File: src/rtl/cache_controller.sv
// Write-back, write-allocate controller for a direct-mapped data cache.
// Misses stall the CPU while the victim line is written back and the new line is refilled word by word.
module cache_controller #(
    parameter int ADDR_BITS  = 32,
    parameter int WORD_BITS  = 32,
    parameter int TAG_BITS   = 22,
    parameter int LINE_WORDS = 4,
    parameter int WORD_BYTES = 4
) (
    input  logic                 clk,
    input  logic                 rst,
    input  logic                 cpu_req,
    input  logic                 cpu_we,
    input  logic [ADDR_BITS-1:0] cpu_addr,
    input  logic [WORD_BITS-1:0] cpu_din,
    output logic [WORD_BITS-1:0] cpu_dout,
    output logic                 cpu_stall,
    output logic [ADDR_BITS-1:0] cache_addr,
    output logic                 cache_load,
    output logic                 cache_edit,
    output logic                 cache_invalid,
    output logic [WORD_BITS-1:0] cache_din,
    input  logic                 cache_hit,
    input  logic                 cache_valid,
    input  logic                 cache_dirty,
    input  logic [TAG_BITS-1:0]  cache_tag,
    input  logic [WORD_BITS-1:0] cache_dout,
    output logic                 mem_cs,
    output logic                 mem_we,
    output logic [ADDR_BITS-1:0] mem_addr,
    output logic [WORD_BITS-1:0] mem_dout,
    input  logic [WORD_BITS-1:0] mem_din,
    input  logic                 mem_ack
);

    localparam int CNT_W    = $clog2(LINE_WORDS);
    localparam int OFF_W    = $clog2(WORD_BYTES);
    localparam int LINE_LSB = CNT_W + OFF_W;
    localparam int IDX_HI   = ADDR_BITS - TAG_BITS - 1;

    typedef enum logic [1:0] {S_IDLE, S_BACK, S_FILL, S_RETRY} state_t;

    state_t             r_state;
    state_t             w_state_nxt;
    logic [CNT_W-1:0]   r_cnt;
    logic [CNT_W-1:0]   w_cnt_nxt;
    logic               w_last;
    logic [ADDR_BITS-1:0] w_line_addr;
    logic [ADDR_BITS-1:0] w_back_addr;

    assign w_last      = (r_cnt == CNT_W'(LINE_WORDS - 1));
    assign w_line_addr = {cpu_addr[ADDR_BITS-1:LINE_LSB], r_cnt, {OFF_W{1'b0}}};
    // Victim address is rebuilt from the stored tag, not the requesting tag
    assign w_back_addr = {cache_tag, cpu_addr[IDX_HI:LINE_LSB], r_cnt, {OFF_W{1'b0}}};

    always_ff @(posedge clk or negedge rst) begin
        if (!rst) begin
            r_state <= S_IDLE;
            r_cnt   <= '0;
        end else begin
            r_state <= w_state_nxt;
            r_cnt   <= w_cnt_nxt;
        end
    end

    always_comb begin
        w_state_nxt = r_state;
        w_cnt_nxt   = r_cnt;
        case (r_state)
            S_IDLE: begin
                if (cpu_req && !cache_hit) begin
                    w_cnt_nxt   = '0;
                    w_state_nxt = (cache_valid && cache_dirty) ? S_BACK : S_FILL;
                end
            end
            S_BACK: begin
                if (mem_ack) begin
                    w_cnt_nxt = r_cnt + 1'b1;
                    if (w_last) w_state_nxt = S_FILL;
                end
            end
            S_FILL: begin
                if (mem_ack) begin
                    w_cnt_nxt = r_cnt + 1'b1;
                    if (w_last) w_state_nxt = S_RETRY;
                end
            end
            S_RETRY: w_state_nxt = S_IDLE;
            default: w_state_nxt = S_IDLE;
        endcase
    end

    always_comb begin
        cpu_stall  = 1'b0;
        cache_addr = cpu_addr;
        cache_din  = cpu_din;
        cache_load = 1'b0;
        cache_edit = 1'b0;
        mem_cs     = 1'b0;
        mem_we     = 1'b0;
        mem_addr   = w_line_addr;
        mem_dout   = cache_dout;
        case (r_state)
            S_IDLE: begin
                cpu_stall  = cpu_req & ~cache_hit;
                cache_edit = cpu_req & cpu_we & cache_hit;
            end
            S_BACK: begin
                cpu_stall  = 1'b1;
                mem_cs     = 1'b1;
                mem_we     = 1'b1;
                cache_addr = w_line_addr;
                mem_addr   = w_back_addr;
            end
            S_FILL: begin
                cpu_stall  = 1'b1;
                mem_cs     = 1'b1;
                cache_addr = w_line_addr;
                cache_din  = mem_din;
                cache_load = mem_ack;
            end
            S_RETRY: cpu_stall = 1'b1;
            default: cpu_stall = 1'b0;
        endcase
        // Reset kills every strobe at once so an in-flight memory access is abandoned
        if (!rst) begin
            cpu_stall  = 1'b0;
            cache_load = 1'b0;
            cache_edit = 1'b0;
            mem_cs     = 1'b0;
            mem_we     = 1'b0;
        end
    end

    assign cpu_dout      = cache_dout;
    assign cache_invalid = 1'b0;

endmodule

File: config.mk
export PLATFORM = sky130hd
export DESIGN_NAME = cache_controller
export DESIGN_NICKNAME = d
export VERILOG_FILES = /design/src/rtl/cache_controller.sv
export SDC_FILE = /design/constraint.sdc
export NUM_CORES = 1
export LEC_CHECK = 0
export ABC_AREA = 1
export CORE_AREA = 2 2 125 127
export CTS_BUF_LIST = sky130_fd_sc_hd__clkbuf_8 sky130_fd_sc_hd__clkbuf_16
export CTS_CLUSTER_SIZE = 20
export DETAILED_ROUTE_END_ITERATION = 6
export DIE_AREA = 0 0 127 129
export PLACE_DENSITY = 0.6
export SETUP_SLACK_MARGIN = 0.4
export SLEW_MARGIN = 20
export SYNTH_ARGS = -nofsm -noshare
export SYNTH_HDL_FRONTEND = slang
export SYNTH_SLANG_ARGS = --single-unit
File: constraint.sdc
create_clock -name clk -period 3.8 [get_ports clk]
set_input_delay 0.38 -clock clk [delete_from_list [all_inputs] [get_ports clk]]
set_output_delay 0.38 -clock clk [all_outputs]
set_load 0.01 [all_outputs]
=== Word level (Yosys, flattened, before mapping) ===
Cells that the tools add are included.

* Bits in registers: 4
* Bits of input ports: 158
* Output and inout port bits: 166
* Logic and storage cells: 49

* Add/sub/neg operators: 1
* Equal/unequal tests: 10
* Mux-type cells: 23
* Bitwise operators: 4
* Reductions and logical operators: 9

{| class="wikitable"
|+ Operator list
! operator !! number
|-
| $mux W32 || 2
|-
| $mux W2 || 8
|-
| $ne A2 B2 Y1 const B || 5
|-
| $mux W1 || 9
|-
| $pmux W2 S4 || 1
|-
| $eq A2 B2 Y1 const B || 3
|-
| $reduce_and A5 Y1 || 1
|-
| $mux W4 || 1
|-
| $pmux W2 S2 || 1
|-
| $and A1 B1 Y1 || 3
|-
| $reduce_and A3 Y1 || 1
|-
| $reduce_or A3 Y1 || 1
|-
| $add A2 B1 Y2 const B || 1
|-
| $eq A2 B1 Y1 const B || 1
|-
| $logic_and A1 B1 Y1 || 2
|-
| $logic_not A2 Y1 || 1
|-
| $ne A2 B1 Y1 const B || 1
|-
| $pmux W1 S2 || 1
|-
| $reduce_bool A2 Y1 || 1
|-
| $reduce_or A2 Y1 || 1
|-
| $logic_not A1 Y1 || 1
|-
| $not A1 Y1 || 1
|}

=== Depth between registers and ports, before layout ===
* Depth in word-level cells: 4
* Depth in mapped cells: 9
* Mapped depth without buffers: 8

=== Worst setup path before layout ===
No wires, ideal clock.

* Path type: register to output
* From: register r_state[1]
* To: output mem_addr[11]
* Data arrival time: 1.186 ns
* Required time: 3.420 ns
* Slack: 2.234 ns
* Cell stages (with the launch flop): 6
* Path buffers: 2
* Cells stage by stage: dfrtp_1 inv_1 ha_1 buf_6 buf_12 mux2_4

* Cells in the longest elaborated chain, start to end: 2

{| class="wikitable"
|+ RTL lines
! what !! RTL line !! text
|-
| from (decl) || 43 || <nowiki>state_t r_state;</nowiki>
|-
| from (signal assigned) || 61 || <nowiki>r_state <= w_state_nxt;</nowiki>
|-
| $eq A2 B1 Y1 || 103 || <nowiki>case (r_state)</nowiki>
|-
| $mux W32 || 103 ||
|-
| to (decl) || 30 || <nowiki>output logic [ADDR_BITS-1:0] mem_addr,</nowiki>
|}

No other way between the ends.

=== Worst setup path after layout ===
* From: register r_state[1]
* To: output mem_addr[31]

The elaborated chain is that of the path after synthesis.

==> PnR_summary.wiki <==
{| class="wikitable"
! Metric !! Value
|-
| CTS tree || done
|-
| Pre-antenna DRT Iters || 4
|-
| Clk Latency, worst-skew pair || 0.23 ns
|-
| Highest attainable clock frequency || 0.3986 GHz
|-
| Root Buffer Master || clkbuf_16
|-
| Cell class contributing the biggest share of worst-path delay || buffers and inverters
|-
| Clock buffers created by TritonCTS || 3
|-
| Tightest Hold Check Type || input port to asynchronous set/reset pin
|-
| Starting utilization of the core area || 0.1307
|-
| Psw || 0.6582 mW
|-
| Sequential element share of the synthesized area || 0.05115
|-
| Overall via count from detail_route || roughly 2,000
|-
| Routed wirelength normalized by instance count || about 12 microns
|-
| Sum of overflow across all layers after global routing || 0
|-
| Part of the total power dissipated in combinational logic || 0.844
|-
| Data required time of the worst path || 3.42 ns
|-
| Power density cells || 449.7 nW/um^2
|-
| Slew @ Worst Pin || 0.5697 ns
|-
| Worst slew margin relative to its limit || 0.6196
|-
| Clk network pwr share || 0.106
|-
| Core Rows || 45
|-
| Total Nets Final || 564
|-
| DRC violation count after routing || 0
|-
| Worst Path Max Fanout || 24
|-
| Unrepaired setup endpoints after global routing || no
|-
| Die Height || around 130 microns
|-
| Combined global-route utilization of all metal layers || 0.07638
|-
| Internal power || 0.9110 mW
|-
| Buffers inserted during post-CTS setup optimization || 0
|-
| Most common cell after layout, fill and taps aside || clkdlybuf4s50_1
|-
| Post-synth cell types || 20
|-
| Final Hold Viols || 0
|-
| Area of the mapped netlist || 1957 sq um
|-
| Crit-path max cell delay || 0.48 ns
|-
| Core area || between 10,000 and 15,000 sq um
|-
| Worst Setup Slack, final || 1.291 ns
|-
| Minimum clock period after layout || roughly 2.5 ns
|-
| Launching point of the worst reg2reg path || r_state[0]
|-
| Chain of cells forming the critical path || inv_1, ha_1, buf_4, mux2_2, clkdlybuf4s50_1
|-
| Area of the multi-input gates || 953.4 sq um
|-
| Area of all placed cells without fillers || 3490 sq um
|-
| Static leakage power || 1.545 nW
|-
| Post-synthesis register bit count || 4
|-
| Clock Pin Slew Worst Setup and Hold Paths || 0.03 ns
|-
| Clock tree buffer depth || 2
|-
| Setup crit start || r_state[1]
|-
| Syn_area_per_cell || about 6.6 sq um
|-
| Post-cts resize count || 0
|-
| Worst path arrival time || around 2.1 ns
|-
| H-Tree Depth || 1
|-
| Growth of design area from synthesis to finish || 78.32%
|-
| First-pass GRT wire length || between 9000 and 10,000 microns
|-
| Instance area at placement || 3415 sq um
|-
| Flop pwr share || 0.050
|-
| Detailed-placement wirelength estimate || roughly 5700 microns
|-
| Fill cell count || between 1,500 and 2,000
|-
| Routability Congestion || around 0.74
|-
| Die X-Extent || 127 microns
|-
| Switching power as a share of total power || 0.4194
|-
| Count of pins over their slew limit || 0
|-
| Clock tree sinks || 4
|-
| Result of the run || complete, no violations
|-
| Number of failing setup endpoints in the final timing report || 0
|-
| Final period util || 0.6602
|-
| Port-buffer cells || 206
|-
| Antenna diode count || 0
|-
| Cts hold-fix bufs || 0
|-
| Via density per instance || ~3.3
|-
| DIE AREA || ~16,000 sq um
|-
| Post-detailed-route count of antenna-violating nets || 0
|-
| Total negative slack || 0 ns
|-
| Critical-path top delay cell || clkdlybuf4s50_1
|-
| Ratio of cells with drive above 1 in the final layout || 0.07769
|-
| Warning count from the yosys run || 0
|-
| Pin count of the biggest net entering global routing || 36
|-
| Kind of launch point of the worst setup path || register
|-
| Peak supply drop || 0.2385 mV
|-
| CP Capture Type || primary output
|-
| Number of global-route vias before repair || around 1,900
|-
| Class of the most critical setup path || register to primary output
|-
| Combined flip-flop and latch cell area || 100.1 sq um
|-
| Buffering stage count on the worst path with inverters included || 3
|-
| Number of antenna violations at the first check in global routing || 0
|-
| Worst slack at placement || roughly 1.4 ns
|-
| Total wirelength of the detailed-routed design || 6930 microns
|-
| Count of routing violations after the opening detailed-route iteration || 59
|-
| Commonest non-fill, non-tap cells in the layout || 206 x clkdlybuf4s50_1, 118 x nand2_1, 20 x mux2_4
|-
| Clk_skew || 0.0006161 ns
|-
| Number of placed I/O pins || 324
|-
| Number of max-cap violations || 0
|-
| Gate count of the mapped netlist || 298
|}
## final cells by class
| type | instances | share of cell area |
|---|---|---|
| Timing Repair Buffer | 208 | 0.5952 |
| Multi-Input combinational cell | 171 | 0.2732 |
| Tap cell | 188 | 0.06741 |
| Sequential cell | 4 | 0.02868 |
| Clock buffer | 3 | 0.02151 |
| Inverter | 13 | 0.01398 |
## metal layers
metal,vias up,part of all wire,track usage
li1,1015,-,-
met1,776,0.42,0.09545
met2,148,0.45,0.1195
met3,12,0.12,0.03410
met4,0,0.013,0.02133
met5,-,0,0
## path summary, 6_finish.rpt
| path | end | slack, ns | depth (start not counted) |
|---|---|---|---|
| min | r_cnt[1] | 0.44 | 1 |
| max in group asynchronous | r_state[1] | 3.10 | 1 |
| min reg2reg | r_state[1] | 0.52 | 2 |
| max | mem_addr[31] | 1.29 | 5 |
| min in group clk | r_state[1] | 0.52 | 2 |
| max reg2reg | r_state[0] | 2.23 | 6 |
## sequential cells by signal (all words and copies together) (netlist names)
signal,flops
r_state,2
r_cnt,2
## power by group through the flow
stage	Combinational, mW	Clock [mW]	Sequential, mW
detailed placement	1.35	0	0.0800
global placement	1.35	0	0.0778
global route	1.46	0.173	0.0831
finish	1.32	0.167	0.0784
CTS	1.35	0.169	0.0798
floorplan	0.795	0	0.0787
## cells by family (layout without fill, tap and decap cells)
| family | count (synthesis) | after routing | share of synthesized area |
|---|---|---|---|
| compound gates | 5 | 5 | 0.01598 |
| fa+ha+maj | 5 | 5 | 0.03197 |
| buf+inv | 125 | 224 | 0.4655 |
| flops | 4 | 4 | 0.05115 |
| mux | 22 | 22 | 0.1650 |
| other cells | 1 | 3 | 0.001916 |
| simple gates | 136 | 136 | 0.2685 |
## metrics by stage
step / total power, mW / cells / utilization / hold WS [ns]
floorplan: 0.8741 / 300 / - / 0.08441
global placement: 1.425 / 584 / 0.2280 / 0.4957
detailed placement: 1.426 / 584 / 0.2280 / 0.5175
CTS: 1.602 / 587 / 0.2330 / 0.4438
global route: 1.720 / 587 / 0.2330 / 0.4606
finish: 1.569 / 587 / 0.2330 / 0.4391
## Yosys cell counts
cell type  count  share of area
mux2_2         2          0.012
o21ai_2        1         0.0045
nor2_1         9          0.017
buf_12         2          0.020
inv_2          2         0.0038
o21ai_0        3         0.0077
nand2_1      118           0.23
nand3_1        5          0.013
buf_6          1         0.0058
nor3_1         1         0.0026
o21bai_1       1         0.0038
mux2_4        20           0.15
dfrtp_1        4          0.051
ha_1           5          0.032
conb_1         1         0.0019
buf_4        106           0.41
buf_2          3         0.0077
nand4_1        2         0.0064
nor2_2         1         0.0032
inv_1         11          0.021
Power figures use the tool's default switching activity.
